==> config.mk <==
export PLATFORM = sky130hd
export DESIGN_NAME = cp0_unit
export DESIGN_NICKNAME = d
export VERILOG_FILES = /design/src/rtl/cp0_unit.sv
export SDC_FILE = /design/constraint.sdc
export NUM_CORES = 1
export LEC_CHECK = 0
export CAP_MARGIN = 20
export CORE_MARGIN = 1
export CORE_UTILIZATION = 52
export DETAILED_ROUTE_END_ITERATION = 16
export GPL_TIMING_DRIVEN = 1
export PLACE_DENSITY = 0.93
export SLEW_MARGIN = 20
export SYNTH_ARGS = -nofsm -noshare
export SYNTH_HDL_FRONTEND = slang
export SYNTH_SLANG_ARGS = --single-unit
export TNS_END_PERCENT = 10
==> constraint.sdc <==
create_clock -name clk -period 4 [get_ports clk]
set_clock_uncertainty 0.05 [all_clocks]
set_input_delay 1.2 -clock clk [delete_from_list [all_inputs] [get_ports clk]]
set_output_delay 1.2 -clock clk [all_outputs]
set_load 0.01 [all_outputs]
==> src/rtl/cp0_unit.sv <==
// Coprocessor-0 for the five-stage MIPS core: Status/Cause/EPC/BadVAddr/Count/Compare,
// with exception, interrupt and ERET resolution at the commit (WB) stage.
module cp0_unit #(
    parameter int unsigned INT_LINES   = 6,
    parameter int unsigned TIMER_DIV   = 2,
    parameter logic [31:0] EXC_VECTOR  = 32'hBFC00380,
    parameter logic [31:0] COUNT_RESET = 32'h0
) (
    input  logic                 clk,
    input  logic                 resetn,
    input  logic [INT_LINES-1:0] ext_int,
    input  logic                 cm_valid,
    input  logic [31:0]          cm_pc,
    input  logic                 cm_bd,
    input  logic                 cm_ex,
    input  logic [4:0]           cm_excode,
    input  logic [31:0]          cm_badvaddr,
    input  logic                 cm_eret,
    input  logic                 cm_mtc0,
    input  logic [4:0]           cm_rd,
    input  logic [2:0]           cm_sel,
    input  logic [31:0]          cm_wdata,
    output logic [31:0]          rdata,
    output logic                 ex_taken,
    output logic                 flush,
    output logic [31:0]          flush_pc,
    output logic                 int_pending,
    output logic                 status_exl
);

    localparam int unsigned      PRE_W    = (TIMER_DIV > 1) ? $clog2(TIMER_DIV) : 1;
    localparam logic [PRE_W-1:0] PRE_LAST = PRE_W'(TIMER_DIV - 1);

    localparam logic [4:0] REG_BADVADDR = 5'd8;
    localparam logic [4:0] REG_COUNT    = 5'd9;
    localparam logic [4:0] REG_COMPARE  = 5'd11;
    localparam logic [4:0] REG_STATUS   = 5'd12;
    localparam logic [4:0] REG_CAUSE    = 5'd13;
    localparam logic [4:0] REG_EPC      = 5'd14;

    // Architectural state
    logic [7:0]       st_im;
    logic             st_exl;
    logic             st_ie;
    logic             ca_bd;
    logic             ca_ti;
    logic [5:0]       ca_ip_hw;
    logic [1:0]       ca_ip_sw;
    logic [4:0]       ca_exc;
    logic [31:0]      epc;
    logic [31:0]      badvaddr;
    logic [31:0]      count;
    logic [31:0]      compare;
    logic [PRE_W-1:0] prescale;

    // Commit-stage decode
    logic [7:0]  ip;
    logic [31:0] status_word;
    logic [31:0] cause_word;
    logic [4:0]  exc_code;
    logic        eret_go;
    logic        mtc0_go;
    logic        wr_count;
    logic        wr_compare;
    logic        wr_status;
    logic        wr_cause;
    logic        wr_epc;
    logic        timer_tick;
    logic        timer_match;
    logic        first_exc;

    // Timer interrupt shares IP[7] with the top hardware line
    assign ip          = {ca_ip_hw[5] | ca_ti, ca_ip_hw[4:0], ca_ip_sw};
    assign status_word = {9'd0, 1'b1, 6'd0, st_im, 6'd0, st_exl, st_ie};
    assign cause_word  = {ca_bd, ca_ti, 14'd0, ip, 1'b0, ca_exc, 2'b00};

    assign int_pending = (|(ip & st_im)) & st_ie & ~st_exl;
    assign ex_taken    = cm_valid & (cm_ex | int_pending);
    assign exc_code    = cm_ex ? cm_excode : 5'd0;
    assign first_exc   = ex_taken & ~st_exl;
    assign eret_go     = cm_valid & cm_eret & ~ex_taken;
    assign mtc0_go     = cm_valid & cm_mtc0 & ~cm_eret & ~ex_taken & (cm_sel == 3'd0);

    assign wr_count    = mtc0_go & (cm_rd == REG_COUNT);
    assign wr_compare  = mtc0_go & (cm_rd == REG_COMPARE);
    assign wr_status   = mtc0_go & (cm_rd == REG_STATUS);
    assign wr_cause    = mtc0_go & (cm_rd == REG_CAUSE);
    assign wr_epc      = mtc0_go & (cm_rd == REG_EPC);

    assign flush       = ex_taken | eret_go;
    assign flush_pc    = ex_taken ? EXC_VECTOR : epc;
    assign status_exl  = st_exl;

    assign timer_tick  = (prescale == PRE_LAST);
    assign timer_match = (count == compare);

    // MFC0 read port; any non-zero select reads as zero
    always_comb begin
        rdata = 32'd0;
        if (cm_sel == 3'd0) begin
            case (cm_rd)
                REG_BADVADDR: rdata = badvaddr;
                REG_COUNT:    rdata = count;
                REG_COMPARE:  rdata = compare;
                REG_STATUS:   rdata = status_word;
                REG_CAUSE:    rdata = cause_word;
                REG_EPC:      rdata = epc;
                default:      rdata = 32'd0;
            endcase
        end
    end

    // Status: exception entry sets EXL, ERET clears it, MTC0 writes IM/EXL/IE
    always_ff @(posedge clk or negedge resetn) begin
        if (!resetn) begin
            st_im  <= 8'd0;
            st_exl <= 1'b0;
            st_ie  <= 1'b0;
        end else if (ex_taken) begin
            st_exl <= 1'b1;
        end else if (eret_go) begin
            st_exl <= 1'b0;
        end else if (wr_status) begin
            st_im  <= cm_wdata[15:8];
            st_exl <= cm_wdata[1];
            st_ie  <= cm_wdata[0];
        end
    end

    // Cause: hardware IP sampled every cycle, BD/ExcCode on exception, IP[1:0] by MTC0
    always_ff @(posedge clk or negedge resetn) begin
        if (!resetn) begin
            ca_bd    <= 1'b0;
            ca_ip_hw <= 6'd0;
            ca_ip_sw <= 2'd0;
            ca_exc   <= 5'd0;
        end else begin
            ca_ip_hw <= 6'(ext_int);
            if (ex_taken) begin
                ca_exc <= exc_code;
                if (!st_exl) begin
                    ca_bd <= cm_bd;
                end
            end
            if (wr_cause) begin
                ca_ip_sw <= cm_wdata[9:8];
            end
        end
    end

    // Timer interrupt flag: a Compare write in the matching cycle wins
    always_ff @(posedge clk or negedge resetn) begin
        if (!resetn) begin
            ca_ti <= 1'b0;
        end else if (wr_compare) begin
            ca_ti <= 1'b0;
        end else if (timer_match) begin
            ca_ti <= 1'b1;
        end
    end

    // EPC and BadVAddr are only captured on the first (EXL = 0) exception
    always_ff @(posedge clk or negedge resetn) begin
        if (!resetn) begin
            epc      <= 32'd0;
            badvaddr <= 32'd0;
        end else begin
            if (first_exc) begin
                epc <= cm_bd ? (cm_pc - 32'd4) : cm_pc;
            end else if (wr_epc) begin
                epc <= cm_wdata;
            end
            if (first_exc && ((exc_code == 5'd4) || (exc_code == 5'd5))) begin
                badvaddr <= cm_badvaddr;
            end
        end
    end

    // Count with prescaler; an MTC0 to Count overrides the increment
    always_ff @(posedge clk or negedge resetn) begin
        if (!resetn) begin
            count    <= COUNT_RESET;
            prescale <= '0;
        end else if (wr_count) begin
            count    <= cm_wdata;
            prescale <= '0;
        end else if (timer_tick) begin
            count    <= count + 32'd1;
            prescale <= '0;
        end else begin
            prescale <= prescale + PRE_W'(1);
        end
    end

    always_ff @(posedge clk or negedge resetn) begin
        if (!resetn) begin
            compare <= 32'hFFFF_FFFF;
        end else if (wr_compare) begin
            compare <= cm_wdata;
        end
    end

endmodule
==> results.yml <==
run_status:
  outcome: "finished with violations"
  violations: "setup timing"
worst_setup_path:
  critPathRequiredTime_ns: 2.75
  r2r_start: "ca_ip_sw[0]"
  rrSetupSlack_ns: 0.91
  end_kind: "output port"
  critPathMaxFanout: 6
  cp-start-kind: "primary input"
  startpoint: "cm_rd[1]"
  r2r.worst_path.cells: 11
  cp.arrival_ns: 2.88
  r2r-end: "epc[10]"
  critPathKind: "in2out"
synth:
  ys.flop_type: "dfrtp_1"
  yosysWarnings: 0
  ys_async_sr_fraction_pct: 100.0
  avgSynthCellArea_um2: 10.73
  ys_ff_latch: 154
  synth-edff-count: 0
  synth_area_mm2: 0.008698
  synth_cells: 811
  ys_seq_area_share_pct: 44.76
  yosysUniqueCellTypes: 51
  syn-num-nets: 935
power:
  p_int_mw: 3.246
  cellPowerDensity_mw_per_mm2: 373.7
  p_leak_nw: 5.006
  ir_drop_v: 0.0002975
  combPwrFrac_pct: 19.9
  switching_share_pct: 29.00
  switching_power_mw: 1.325
  pwr-share-clk_pct: 36.7
  p_seq_share_pct: 43.4
sta:
  clock.fmax_mhz: 242.0
  setup_viol: 11
  relSlewSlack_pct: 44.60
  report.final.slew_viol_count: 0
  rsz0062_at_grt: "true"
  setup_ws_ns: -0.1327
  tns_ns: -0.2689
  hold_viol_final: 0
  fin_crit_sh_pct: 103.3
  final.min_clock_period_ns: 4.133
  max_slew.worst_pin.slew_ns: 0.8310
global_routing:
  grt_pass1_vias: 8946
  grt_pass1_wl_um: 52730
  grt_usage_pct: 40.35
  grt_max_degree: 87
  antenna_found_initial: 0
  overflow: 0
die:
  ios: 190
  core.rowCount: 46
  die_w_um: 131.3
  die_area_mm2: 0.01725
  start_util_pct: 53.98
  core_area_mm2: 0.01612
  die_h_um: 131.3
placement:
  finalWeightedCongestion: 0.9555
  place_ws_ns: -0.7538
  hpwl_um: 21970
  place_area_mm2: 0.01126
  numPortBuffers: 189
job:
  drv_cap: 0
cts:
  cts_buffer_depth: 2
  cts.sinks: 154
  cts_buffers: 17
  clk_pin_slew_ns: 0.06
  clock_tree.root_cell: "clkbuf_16"
  ctsHoldBuffers: 0
  cts_max_level: 4
  clkLatencyLatePin_ns: 0.44
  cts_tree: "built"
drt:
  antenna_left: 0
  via_per_inst: 7.035
  dr_total_vias: 8984
  remaining_drc_errors: 0
  drt_pass1_iterations: 8
  drt-initial-drc-count: 1645
  wl_per_cell_um: 27.89
  drt-total-wl_um: 35620
min_path:
  min_from: "badvaddr[6]"
  hp-class: "reg2reg"
  holdPathEnd: "badvaddr[6]"
  holdPathStages: 1
cells_and_area:
  antenna_cells: 0
  layout-drive-gt1-share_pct: 31.86
  fin_nets: 1172
  stdcell_area_mm2: 0.01223
  syn_to_final_growth_pct: 40.62
-- logic make-up (layout without fill, tap and decap cells) --
logic type / after synthesis / after routing / share of synthesized area [%]
AO/OA/AOI/OAI: 197 / 197 / 16.13
AND/OR/NAND/NOR: 194 / 194 / 12.83
multiplexers: 108 / 108 / 13.98
adder cells (fa/ha/maj): 2 / 2 / 0.2876
buffers and inverters: 67 / 317 / 3.049
flip-flops: 154 / 154 / 44.76
XOR/XNOR: 89 / 89 / 8.961
-- layout by cell type (no fill, tap or decap), types with 12 or more instances in the layout --
| cell | count |
|---|---|
| clkbuf_16 | 18 |
| dfstp_2 | 32 |
| mux2_2 | 108 |
| o21ai_0 | 19 |
| clkdlybuf4s50_1 | 125 |
| nor3_1 | 13 |
| a31oi_1 | 24 |
| and2_1 | 19 |
| a221o_1 | 12 |
| nand2_1 | 25 |
| buf_4 | 69 |
| nor4_1 | 12 |
| nand4_1 | 26 |
| a22oi_1 | 76 |
| xnor2_1 | 79 |
| dlygate4sd2_1 | 22 |
| dfrtp_1 | 122 |
| nand2b_1 | 13 |
| nand3_1 | 19 |
| nor2_1 | 23 |
| buf_2 | 26 |
| a21oi_2 | 16 |
-- per-layer routing --
metal | GRT usage [%] | vias to the layer above | routed length, µm
li1 | - | 3564 | -
met1 | 49.53 | 4293 | 12420
met2 | 61.02 | 876 | 15740
met3 | 13.23 | 251 | 4828
met4 | 26.03 | 0 | 2631
met5 | 0 | - | 0
-- sequential cells by signal (all words and copies together), names as in the netlist --
signal,count
count,32
prescale,1
ca_ti,1
ca_ip_hw,6
ca_exc,5
status_exl,1
ca_bd,1
ca_ip_sw,2
st_ie,1
compare,32
epc,32
badvaddr,32
st_im,8
-- cell usage after synthesis (3+ instances only) --
cell type	count	area share, %
buf_2	5	0.29
nand4b_1	3	0.30
or3_1	3	0.22
a31oi_1	25	1.8
nor3_1	15	0.86
a21oi_1	33	1.9
inv_1	6	0.26
o32ai_1	3	0.30
and2_1	19	1.4
and4_1	5	0.50
or4_1	6	0.52
o21ai_0	20	1.2
nor4_1	13	0.94
nand4_1	26	1.9
a221o_1	12	1.4
and3_1	9	0.65
nor2_1	24	1.0
dfstp_2	32	9.7
xnor2_1	79	8.0
mux2_2	108	14
a32o_1	5	0.58
dfrtp_1	122	35
nand2b_1	15	1.1
nand2_1	25	1.1
a222oi_1	11	1.3
clkbuf_1	51	2.2
buf_1	3	0.13
nand3_1	19	1.1
xor2_1	10	1.0
a22oi_1	77	6.6
-- layout make-up --
type,instances,area [µm²]
multi-input combinational,590,4776
sequential,154,3894
fill,923,3884
timing repair buffer,279,2665
clock buffer,20,456.7
tap,216,270.3
clock inverter,12,147.6
inverter,6,22.52
-- stage by stage --
stage	util, %	power [mW]	std cells	hold slack, ns
final	75.90	4.571	1277	0.4665
after global routing	75.90	4.684	1277	0.4764
after CTS	75.08	4.484	1274	0.4640
after detailed placement	69.86	2.847	1222	0.4456
after global placement	69.86	2.814	1222	0.4253
after floorplan	-	2.320	811	0.3959
-- critical path: stages --
cell and delay, ns:
buf_2 0.16, nor3b_4 0.18, buf_6 0.14, buf_16 0.14, buf_4 0.13, a222oi_1 0.58
a21oi_1 0.16, buf_2 0.17
-- worst max-delay path by stage --
stage | endpoint | depth (start not counted)
after global routing | rdata[17] | 10
after floorplan | rdata[15] | 6
after detailed placement | rdata[22] | 8
final | rdata[22] | 8
after CTS | flush_pc[6] | 7
after global placement | rdata[22] | 8
-- power groups by stage --
stage	combinational, mW	sequential [mW]	clock [mW]
CTS	0.868	1.96	1.66
global placement	0.844	1.97	0
global route	0.956	2.00	1.73
floorplan	0.448	1.87	0
finish	0.908	1.98	1.68
detailed placement	0.867	1.98	0
-- repair_timing --
item,in CTS,in global routing
pin swaps,13,8
cloned,4,1
endpoints found under the setup margin,66,45
buffers inserted,16,2
gates resized for setup,189,35
Power figures use the tool's default switching activity.
